==> src/rtl/rssb_seq_if.sv <==
`default_nettype none
// ============================================================================
// Module   : rssb_seq_if
// Brief    : Operand/enable/borrow link between rssb_seq and the RSSB core.
// Revision : 1.0
// ============================================================================
interface rssb_seq_if #(
    parameter int BW = 1
);
    logic [1:0][BW-1:0] data_o;
    logic               ena_o;
    logic               flag_i;
    logic [BW-1:0]      result_i;

    modport master (output data_o, ena_o, input flag_i, result_i);
    modport slave  (input data_o, ena_o, output flag_i, result_i);
endinterface
`default_nettype wire

==> src/rtl/rssb_seq.sv <==
`default_nettype none
// ============================================================================
// Module   : rssb_seq
// Brief    : Steps an operand program through the RSSB core, skipping on borrow.
//            Define RSSB_SEQ_CYCCNT_EN to add the steps_o issue counter.
// Revision : 1.0
// ============================================================================
module rssb_seq #(
    parameter int BW     = 1,
    parameter int DEPTH  = 16,
    parameter int SETTLE = 2,
    localparam int AW    = $clog2(DEPTH)
) (
    input  wire             clk,
    input  wire             rst,
    input  wire             start_i,
    input  wire [AW-1:0]    last_i,
    input  wire             wr_en_i,
    input  wire [AW-1:0]    wr_addr_i,
    input  wire [2*BW-1:0]  wr_data_i,
    rssb_seq_if.master      core,
    output logic            busy_o,
    output logic            done_o,
    output logic [AW-1:0]   pc_o,
    output logic [BW-1:0]   result_o,
    output logic            err_o
`ifdef RSSB_SEQ_CYCCNT_EN
    ,
    output logic [15:0]     steps_o
`endif
);

    typedef enum logic [2:0] {
        S_IDLE  = 3'd0,
        S_ISSUE = 3'd1,
        S_WAIT  = 3'd2,
        S_NEXT  = 3'd3,
        S_HALT  = 3'd4
    } state_t;

    state_t             r_state;
    state_t             w_state_nxt;
    logic [2*BW-1:0]    r_mem [DEPTH];
    logic [AW-1:0]      r_pc;
    logic [AW-1:0]      r_last;
    logic [3:0]         r_cnt;
    logic               r_skip;
    logic [BW-1:0]      r_result;
    logic               r_err;
    logic               w_sample;
    logic               w_halt;
    logic [AW:0]        w_npc;

    always_ff @(posedge clk or posedge rst) begin
        if (rst) begin
            r_state <= S_IDLE;
        end else begin
            r_state <= w_state_nxt;
        end
    end

    always_comb begin
        w_state_nxt  = r_state;
        w_sample     = 1'b0;
        // One extra bit so a skip from DEPTH-1 lands above last instead of wrapping.
        w_npc        = {1'b0, r_pc} + (r_skip ? (AW+1)'(2) : (AW+1)'(1));
        w_halt       = (w_npc > {1'b0, r_last});
        core.ena_o   = 1'b0;
        core.data_o  = '0;
        busy_o       = 1'b0;
        done_o       = 1'b0;
        case (r_state)
            S_IDLE: begin
                if (start_i) begin
                    w_state_nxt = S_ISSUE;
                end
            end
            S_ISSUE: begin
                core.ena_o  = 1'b1;
                core.data_o = r_mem[r_pc];
                busy_o      = 1'b1;
                w_state_nxt = S_WAIT;
            end
            S_WAIT: begin
                core.data_o = r_mem[r_pc];
                busy_o      = 1'b1;
                if (r_cnt == 4'd1) begin
                    w_sample    = 1'b1;
                    w_state_nxt = S_NEXT;
                end
            end
            S_NEXT: begin
                busy_o      = 1'b1;
                w_state_nxt = w_halt ? S_HALT : S_ISSUE;
            end
            S_HALT: begin
                done_o      = 1'b1;
                w_state_nxt = S_IDLE;
            end
            default: begin
                w_state_nxt = S_IDLE;
            end
        endcase
    end

    always_ff @(posedge clk or posedge rst) begin
        if (rst) begin
            r_pc     <= '0;
            r_last   <= '0;
            r_cnt    <= '0;
            r_skip   <= 1'b0;
            r_result <= '0;
            r_err    <= 1'b0;
        end else begin
            if (wr_en_i && (r_state != S_IDLE)) begin
                r_err <= 1'b1;
            end
            case (r_state)
                S_IDLE: begin
                    if (start_i) begin
                        r_pc   <= '0;
                        r_last <= last_i;
                    end
                end
                S_ISSUE: begin
                    r_cnt <= 4'(SETTLE);
                end
                S_WAIT: begin
                    r_cnt <= r_cnt - 4'd1;
                    if (w_sample) begin
                        r_skip   <= core.flag_i;
                        r_result <= core.result_i;
                    end
                end
                S_NEXT: begin
                    if (!w_halt) begin
                        r_pc <= w_npc[AW-1:0];
                    end
                end
                default: begin
                end
            endcase
        end
    end

    // Program store: writes only land while idle, so operands cannot change mid-step.
    always_ff @(posedge clk) begin
        if (wr_en_i && (r_state == S_IDLE)) begin
            r_mem[wr_addr_i] <= wr_data_i;
        end
    end

    assign pc_o     = r_pc;
    assign result_o = r_result;
    assign err_o    = r_err;

`ifdef RSSB_SEQ_CYCCNT_EN
    logic [15:0] r_steps;

    always_ff @(posedge clk or posedge rst) begin
        if (rst) begin
            r_steps <= '0;
        end else if ((r_state == S_IDLE) && start_i) begin
            r_steps <= '0;
        end else if ((r_state == S_ISSUE) && (r_steps != 16'hFFFF)) begin
            r_steps <= r_steps + 16'd1;
        end
    end

    assign steps_o = r_steps;
`endif

endmodule
`default_nettype wire

==> src/flat_wrapper.sv <==
// flat-port wrapper written by rule: the top's interface ports become plain ports
module rssb_seq_flat 
#(
    parameter int BW     = 1,
    parameter int DEPTH  = 16,
    parameter int SETTLE = 2,
    localparam int AW    = $clog2(DEPTH)
)
  (clk, rst, start_i, last_i, wr_en_i, wr_addr_i, wr_data_i, busy_o, done_o, pc_o, result_o, err_o, core_data_o, core_ena_o, core_flag_i, core_result_i);
  rssb_seq_if #(.BW(BW)) core_i ();
  input  wire clk;
  input  wire rst;
  input  wire start_i;
  input  wire [AW-1:0] last_i;
  input  wire wr_en_i;
  input  wire [AW-1:0] wr_addr_i;
  input  wire [2*BW-1:0] wr_data_i;
  output logic busy_o;
  output logic done_o;
  output logic [AW-1:0] pc_o;
  output logic [BW-1:0] result_o;
  output logic err_o;
  output wire logic [$bits(core_i.data_o)-1:0] core_data_o;
  output wire logic [$bits(core_i.ena_o)-1:0] core_ena_o;
  input wire logic [$bits(core_i.flag_i)-1:0] core_flag_i;
  input wire logic [$bits(core_i.result_i)-1:0] core_result_i;
  assign core_data_o = core_i.data_o;
  assign core_ena_o = core_i.ena_o;
  assign core_i.flag_i = core_flag_i;
  assign core_i.result_i = core_result_i;
  rssb_seq #(.BW(BW), .DEPTH(DEPTH), .SETTLE(SETTLE)) u_core (.clk(clk), .rst(rst), .start_i(start_i), .last_i(last_i), .wr_en_i(wr_en_i), .wr_addr_i(wr_addr_i), .wr_data_i(wr_data_i), .core(core_i), .busy_o(busy_o), .done_o(done_o), .pc_o(pc_o), .result_o(result_o), .err_o(err_o));
endmodule
==> config.mk <==
export PLATFORM = sky130hd
export DESIGN_NAME = rssb_seq_flat
export DESIGN_NICKNAME = d
export VERILOG_FILES = /design/src/rtl/rssb_seq_if.sv /design/src/rtl/rssb_seq.sv /design/src/flat_wrapper.sv
export SDC_FILE = /design/constraint.sdc
export NUM_CORES = 1
export LEC_CHECK = 0
export ABC_AREA = 1
export CORE_UTILIZATION = 58
export CTS_BUF_LIST = sky130_fd_sc_hd__clkbuf_8
export DETAILED_ROUTE_END_ITERATION = 7
export PLACE_DENSITY = 0.9
export SLEW_MARGIN = 5
export SYNTH_ARGS = -nofsm -noshare
export SYNTH_HDL_FRONTEND = slang
export SYNTH_SLANG_ARGS = --single-unit
==> constraint.sdc <==
create_clock -name clk -period 2.9 [get_ports clk]
set_input_delay 0.435 -clock clk [delete_from_list [all_inputs] [get_ports clk]]
set_output_delay 0.435 -clock clk [all_outputs]
set_load 0.01 [all_outputs]
* Yosys cells after proc, flatten, opt, wreduce, memory -nomap -nowiden
Memory sizes are Yosys's and may differ from the RTL's. Index checks and enable logic that the tools add are counted. Widths: inputs -> output; s select.
Storage, ports and cells: register bits after elaboration 18, RAM bits 32, word-level logic and storage cells 48, memories 1
Memory list:
- u_core.r_mem | words 16, width 2, rd ports 1, clocked after Yosys merged registers in 0, write ports 1, line rssb_seq.sv:43 | logic [2*BW-1:0] r_mem [DEPTH];
Operators by class: add/sub/neg operators 2, $lt $le $gt $ge 1, equal/unequal tests 8, muxes and demuxes 17, reduce and logical (&&, ||, !) cells 12
Operators with widths (number):
- $pmux 4 s2 | 2
- $pmux 3 s4 | 1
- $mux 3 | 3
- $mux 4 | 2
- $mux 1 | 7
- $eq 3x2->1 const B | 2
- $reduce_and 2->1 | 3
- $add 4x5->5 | 1
- $gt 5x4->1 | 1
- $eq 4x1->1 const B | 1
- $mux 2 | 2
- $ne 2x2->1 const B | 2
- $reduce_bool 2->1 | 2
- $sub 4x1->4 const B | 1
- $eq 3x1->1 const B | 1
- $eq 3x3->1 const B | 1
- $logic_not 3->1 | 1
- $reduce_and 3->1 | 1
- $reduce_bool 3->1 | 1
- $reduce_or 3->1 | 1
- $logic_and 1x1->1 | 2
- $ne 2x1->1 const B | 1
- $reduce_or 2->1 | 1

* Logic depth before layout (Yosys ltp)
depth in word-level cells 5, gate-level depth with buffers 14

* Worst setup path after synthesis
Ideal clock, no wire load.
path kind flip-flop to flip-flop, start register u_core.r_pc[0], in the netlist u_core.pc_o[0], end register u_core.r_pc[3], in the netlist u_core.pc_o[3], setup time 0.117 ns, arrival 2.040 ns, setup slack 0.742 ns, cell stages (with the launch flop) 12, period minus slack after synthesis 2.158 ns, cells stage by stage dfrtp_1 -> ha_1 -> fa_1 -> xor2_1 -> ha_1 -> nand2_1 -> nor2_1 -> nand3_1 -> nand3_1 -> nand2_1 -> nand3_1 -> nand2_1
On the way: longest elaborated chain between the ends 4, elaborated cells on any way between the ends 6
Ends and longest elaborated chain:
- start, declared | line rssb_seq.sv:44 | logic [AW-1:0] r_pc;
- start signal, assigned | line rssb_seq.sv:137 | r_pc <= w_npc[AW-1:0];
- $add 4x5->5 * | line rssb_seq.sv:66 | w_npc = {1'b0, r_pc} + (r_skip ? (AW+1)'(2) : (AW+1)'(1));
- $gt 5x4->1 | line rssb_seq.sv:67 | w_halt = (w_npc > {1'b0, r_last});
- $ne 2x2->1 (no line)
- $reduce_and 3->1 (no line)
Mark *: on every way between the ends. The rest lies on a longest branch, timed or not. The select of a mux whose other input is x is not followed. A chain may end at the register's enable or synchronous reset.

* Final worst setup path
start register u_core.r_pc[1], in the netlist u_core.pc_o[1], end output port core_data_o[1]
On the way: longest elaborated chain between the ends 2
Ends and longest elaborated chain:
- $mem_v2 16x2
- $mux 2
- end, declared | line flat_wrapper.sv:23 | output wire logic [$bits(core_i.data_o)-1:0] core_data_o;
No other way between the ends.

==> results.md <==
- The relative slew slack is 53.1%.
- The cell count after synthesis is 253.
- After detailed routing, the number of remaining DRC violations is 0.
- The number of buffers on the longest clock path is 2.
- After synthesis, the cell types taking the most area are edfxtp_1 39%, dfrtp_1 18%, nand2_1 10%, nand3_1 6.9%, nor2_1 4.1%.
- For this design, the slowest cell found on the critical path is dfrtp_1.
- The highest net fanout along the worst path is 13.
- The leakage power figure is 0.00121 uW.
- STA puts the critical path data required time at 2.47 ns.
- Counting flops and latches in the post-synthesis netlist gives 50.
- The mean routed wirelength per cell is 14.9 um.
- The count of non-filler cells in the finished layout is 332.
- IR analysis of the VDD net gives a maximum drop of 0.520 mV.
- The detailed-routed wire length on met3 is 254 um.
- The capture point of the worst path is core_data_o[1].
- During synthesis, Yosys emitted a total of 0 warnings.
- Max-cap violations in this run came to 0.
- After synthesis, the most frequently instantiated cells are 67 x nand2_1, 34 x nand3_1, 32 x edfxtp_1.
- The synthesized cell area is 0.00246 mm2.
- The floorplan step defined a die boundary enclosing 0.00450 mm2.
- The share of the synthesized area in the top cell type is 39.1%.
- The number of DRC markers after the initial detailed-route iteration is 120.
- The number of routed nets with antenna violations is 0.
- STA classifies the critical path endpoint as an output pin.
- The number of fill cells in the layout is 302.
- The top flip-flop cell by instance count after synthesis is edfxtp_1.
- The ratio of routed vias to standard cells is 5.61.
- The worst path meets setup with 0.152 ns of slack.
- The aggregate global-route resource usage is 23.7%.
- The signal on the critical path passes through inv_1 -> nand3_1 -> nand3_1 -> nand2_1 -> nand2_1 -> a21oi_1 -> clkdlybuf4s50_1.
- The routability congestion estimate from global placement is 0.825.
- The worst-margin pin slew is 0.703 ns.
- In the final layout, the share of cells above drive strength 1 is 8.16%.
- The register share of total power is 38.2%.
- After detailed routing, the met2 layer carries 2550 um of wire.
- The critical setup path kind is flop to output pin.
- Signal routing reaches up to met4.
- The internal power summed over all cells is 1590 uW.
- The number of sinks handled by clock tree synthesis is 50.
- Hold is met by 0.470 ns.
- The number of levels the H-tree was split into is 2.
- In this run the critical register-to-register path is captured at u_core.pc_o[0].
- Of the total power, combinational logic draws 43.5%.
- Setup violations remaining at the end of the flow were counted as 0.
- For this design the top-level I/O count stands at 27.
- The clock latency of the later-clocked register in the worst-skew pair is 0.30 ns.
- In this run the tool buffered the top-level ports with 26 buffer cells.
- The number of cells on the worst reg-to-reg path is 12.
- The switching fraction of total power is 39.5%.
- The total grt overflow is 0.
- Once the floorplan was initialized, standard cells occupied 61.0% of the core.
- The detailed-placement wirelength estimate is 3660 um.
- The tree is rooted in a clkbuf_8.
- The highest clock frequency the design can meet is 364 MHz.
- The core region is 0.00403 mm2.
- After detailed routing, the wire length on met1 is 2040 um.
- The worst path uses 94.8% of the clock period.
- The TritonCTS clock tree is yes.
- The layout net count is 306.
- The total of hold buffers inserted after clock tree synthesis is 0.
- Wires add up to 4940 um.
- The first-pass iteration count of the detailed router is 4.
- The sequential-to-total area share from yosys stat is 57.5%.
- The share of total power in the clock network is 18.4%.
- The placed instance count is 324.
- The average cell area after synthesis is 9.71 um2.
- STA puts the critical path data arrival time at 2.31 ns.
- The count of endpoints failing hold in the final timing report was 0.
- The worst stage delay on the critical path is 0.64 ns.
- The post-placement worst setup slack is 0.522 ns.
- The width of the chip is 67.1 um.
- The floorplan step set the die height to 67.1 um.
- The worst clock skew is 0.00666 ns.
- Once the clock tree was built, the resizer swapped 0 gates to a different size.
- The path type of the worst min-delay path is flop to flop.
- 0 antenna diodes ended up in the layout.
- The global-route wire length before repair is 7630 um.
- The post-CTS setup buffer count is 0.
- The number of global-route vias before repair is 1706.
- The worst register-to-register path begins at u_core.pc_o[1].
- The analysis attributes to net switching a power of 1030 uW.
- After clock tree synthesis, the clock-pin slew on the worst setup and hold paths is 0.09 ns.
- The accumulated negative setup slack is 0 ns.
- The number of gates on the worst path with buffers counted is 7.
- The total vias in the final route is 1861.
- Among all cell types in the netlist, the one instantiated most often is nand2_1.
- Setup repair after global routing left no endpoint under its margin.
- The run finished with clean final reports.
- The critical path startpoint category is a flop.
- Tracing the worst setup path back leads to its startpoint at u_core.pc_o[1].
- The total power of the final layout is 2620 uW.
- Entering global routing, the biggest net connects 20 pins.
- edfxtp_1 takes more of the synthesized area than any other cell.
- The final period demand of the worst path is 2.75 ns.
- The register-to-register path setup slack is 0.51 ns.
- The async set or reset register ratio after synthesis is 36.0%.
- In this run, synthesis inferred 32 flip-flops with an integrated enable.
- In this run, distinct cell masters in the synthesized netlist total 27.
- The number of nets in the synthesized netlist is 278.
- TritonCTS created 5 clock buffers.
- The growth of design area from synthesis to finish is 15.9%.
- The count of final max-slew check failures was 0.
- In this run the core area contains 23 standard-cell rows.
- Power spread over the standard cell area amounts to 921 mW/mm2.
- The number of antenna violations at the first check in global routing is 0.
- The critical path contains buffers and inverters numbering 2 combined.
- The cell class contributing the biggest share of worst-path delay is buffers and inverters.
==> worst min-delay path by stage <==
stage               cells after the start           end         start  slack (ns)
CTS                                     1  u_core.err_o  u_core.err_o        0.47
detailed placement                      1  u_core.err_o  u_core.err_o        0.44
global placement                        1  u_core.err_o  u_core.err_o        0.44
floorplan                               1  u_core.err_o           rst        0.37
global route                            1  u_core.err_o  u_core.err_o        0.50
finish                                  1  u_core.err_o  u_core.err_o        0.47
==> cells in the final DEF (no fill, tap or decap) <==
| master | n |
|---|---|
| o21ai_2 | 1 |
| nor2_4 | 3 |
| dfrtp_1 | 18 |
| inv_1 | 26 |
| clkdlybuf4s50_1 | 26 |
| buf_4 | 1 |
| mux2_2 | 1 |
| o32ai_1 | 1 |
| mux2_1 | 1 |
| nor2_1 | 27 |
| nand3_2 | 6 |
| inv_4 | 1 |
| nor3_1 | 1 |
| nand2_1 | 67 |
| bufinv_16 | 1 |
| nand3_1 | 34 |
| a21o_1 | 1 |
| o21ai_1 | 1 |
| ha_1 | 8 |
| fa_1 | 1 |
| edfxtp_1 | 32 |
| inv_2 | 2 |
| a21oi_1 | 7 |
| a32oi_1 | 1 |
| xor2_1 | 3 |
| o21ai_0 | 3 |
| clkbuf_8 | 5 |
| o22ai_1 | 1 |
| clkinv_2 | 2 |
==> layout make-up <==
| class | count | area [um2] | area share (%) |
|---|---|---|---|
| inverters | 29 | 111 | 3.91 |
| repair buffers | 27 | 268 | 9.40 |
| well taps | 50 | 62.6 | 2.20 |
| flip-flops and latches | 50 | 1410 | 49.6 |
| multi-input cells | 168 | 886 | 31.1 |
| clock inverters | 3 | 40.0 | 1.41 |
| clock buffers | 5 | 68.8 | 2.42 |
==> per-stage QoR <==
stage / util (%) / area, um2
floorplan: - / 2460
global placement: 68.0 / 2740
detailed placement: 68.0 / 2740
CTS: 70.7 / 2850
global route: 70.7 / 2850
finish: 70.7 / 2850
==> registers in the layout, indices dropped and copies added (netlist names) <==
| register | count |
|---|---|
| u_core.r_last | 4 |
| u_core.r_state | 3 |
| u_core.r_cnt | 4 |
| u_core.err_o | 1 |
| u_core.result_o | 1 |
| u_core.r_skip | 1 |
| u_core.pc_o | 4 |
| u_core.r_mem | 32 |
==> layer usage <==
metal / global-route usage (%) / up-vias
li1: - / 895
met1: 29.5 / 896
met2: 39.8 / 61
met3: 5.31 / 9
met4: 9.04 / 0
met5: 0 / -
==> logic make-up (layout without fill, tap and decap cells) <==
group | Yosys count | count (layout) | share of synthesized area [%]
XOR/XNOR | 3 | 3 | 1.07
AO/OA/AOI/OAI | 16 | 16 | 3.87
multiplexers | 2 | 2 | 0.917
adder cells (fa/ha/maj) | 9 | 9 | 4.89
flip-flops | 50 | 50 | 57.5
buffers and inverters | 35 | 64 | 6.47
AND/OR/NAND/NOR | 138 | 138 | 25.3
==> power groups by stage <==
stage	clock, uW	sequential, uW	combinational (uW)
after CTS	482	999	1140
final	481	1000	1140
after global routing	507	1020	1270
after detailed placement	0	1010	1140
after global placement	0	1010	1080
after floorplan	0	971	815
Note: power is estimated with default switching activity, not from simulation.
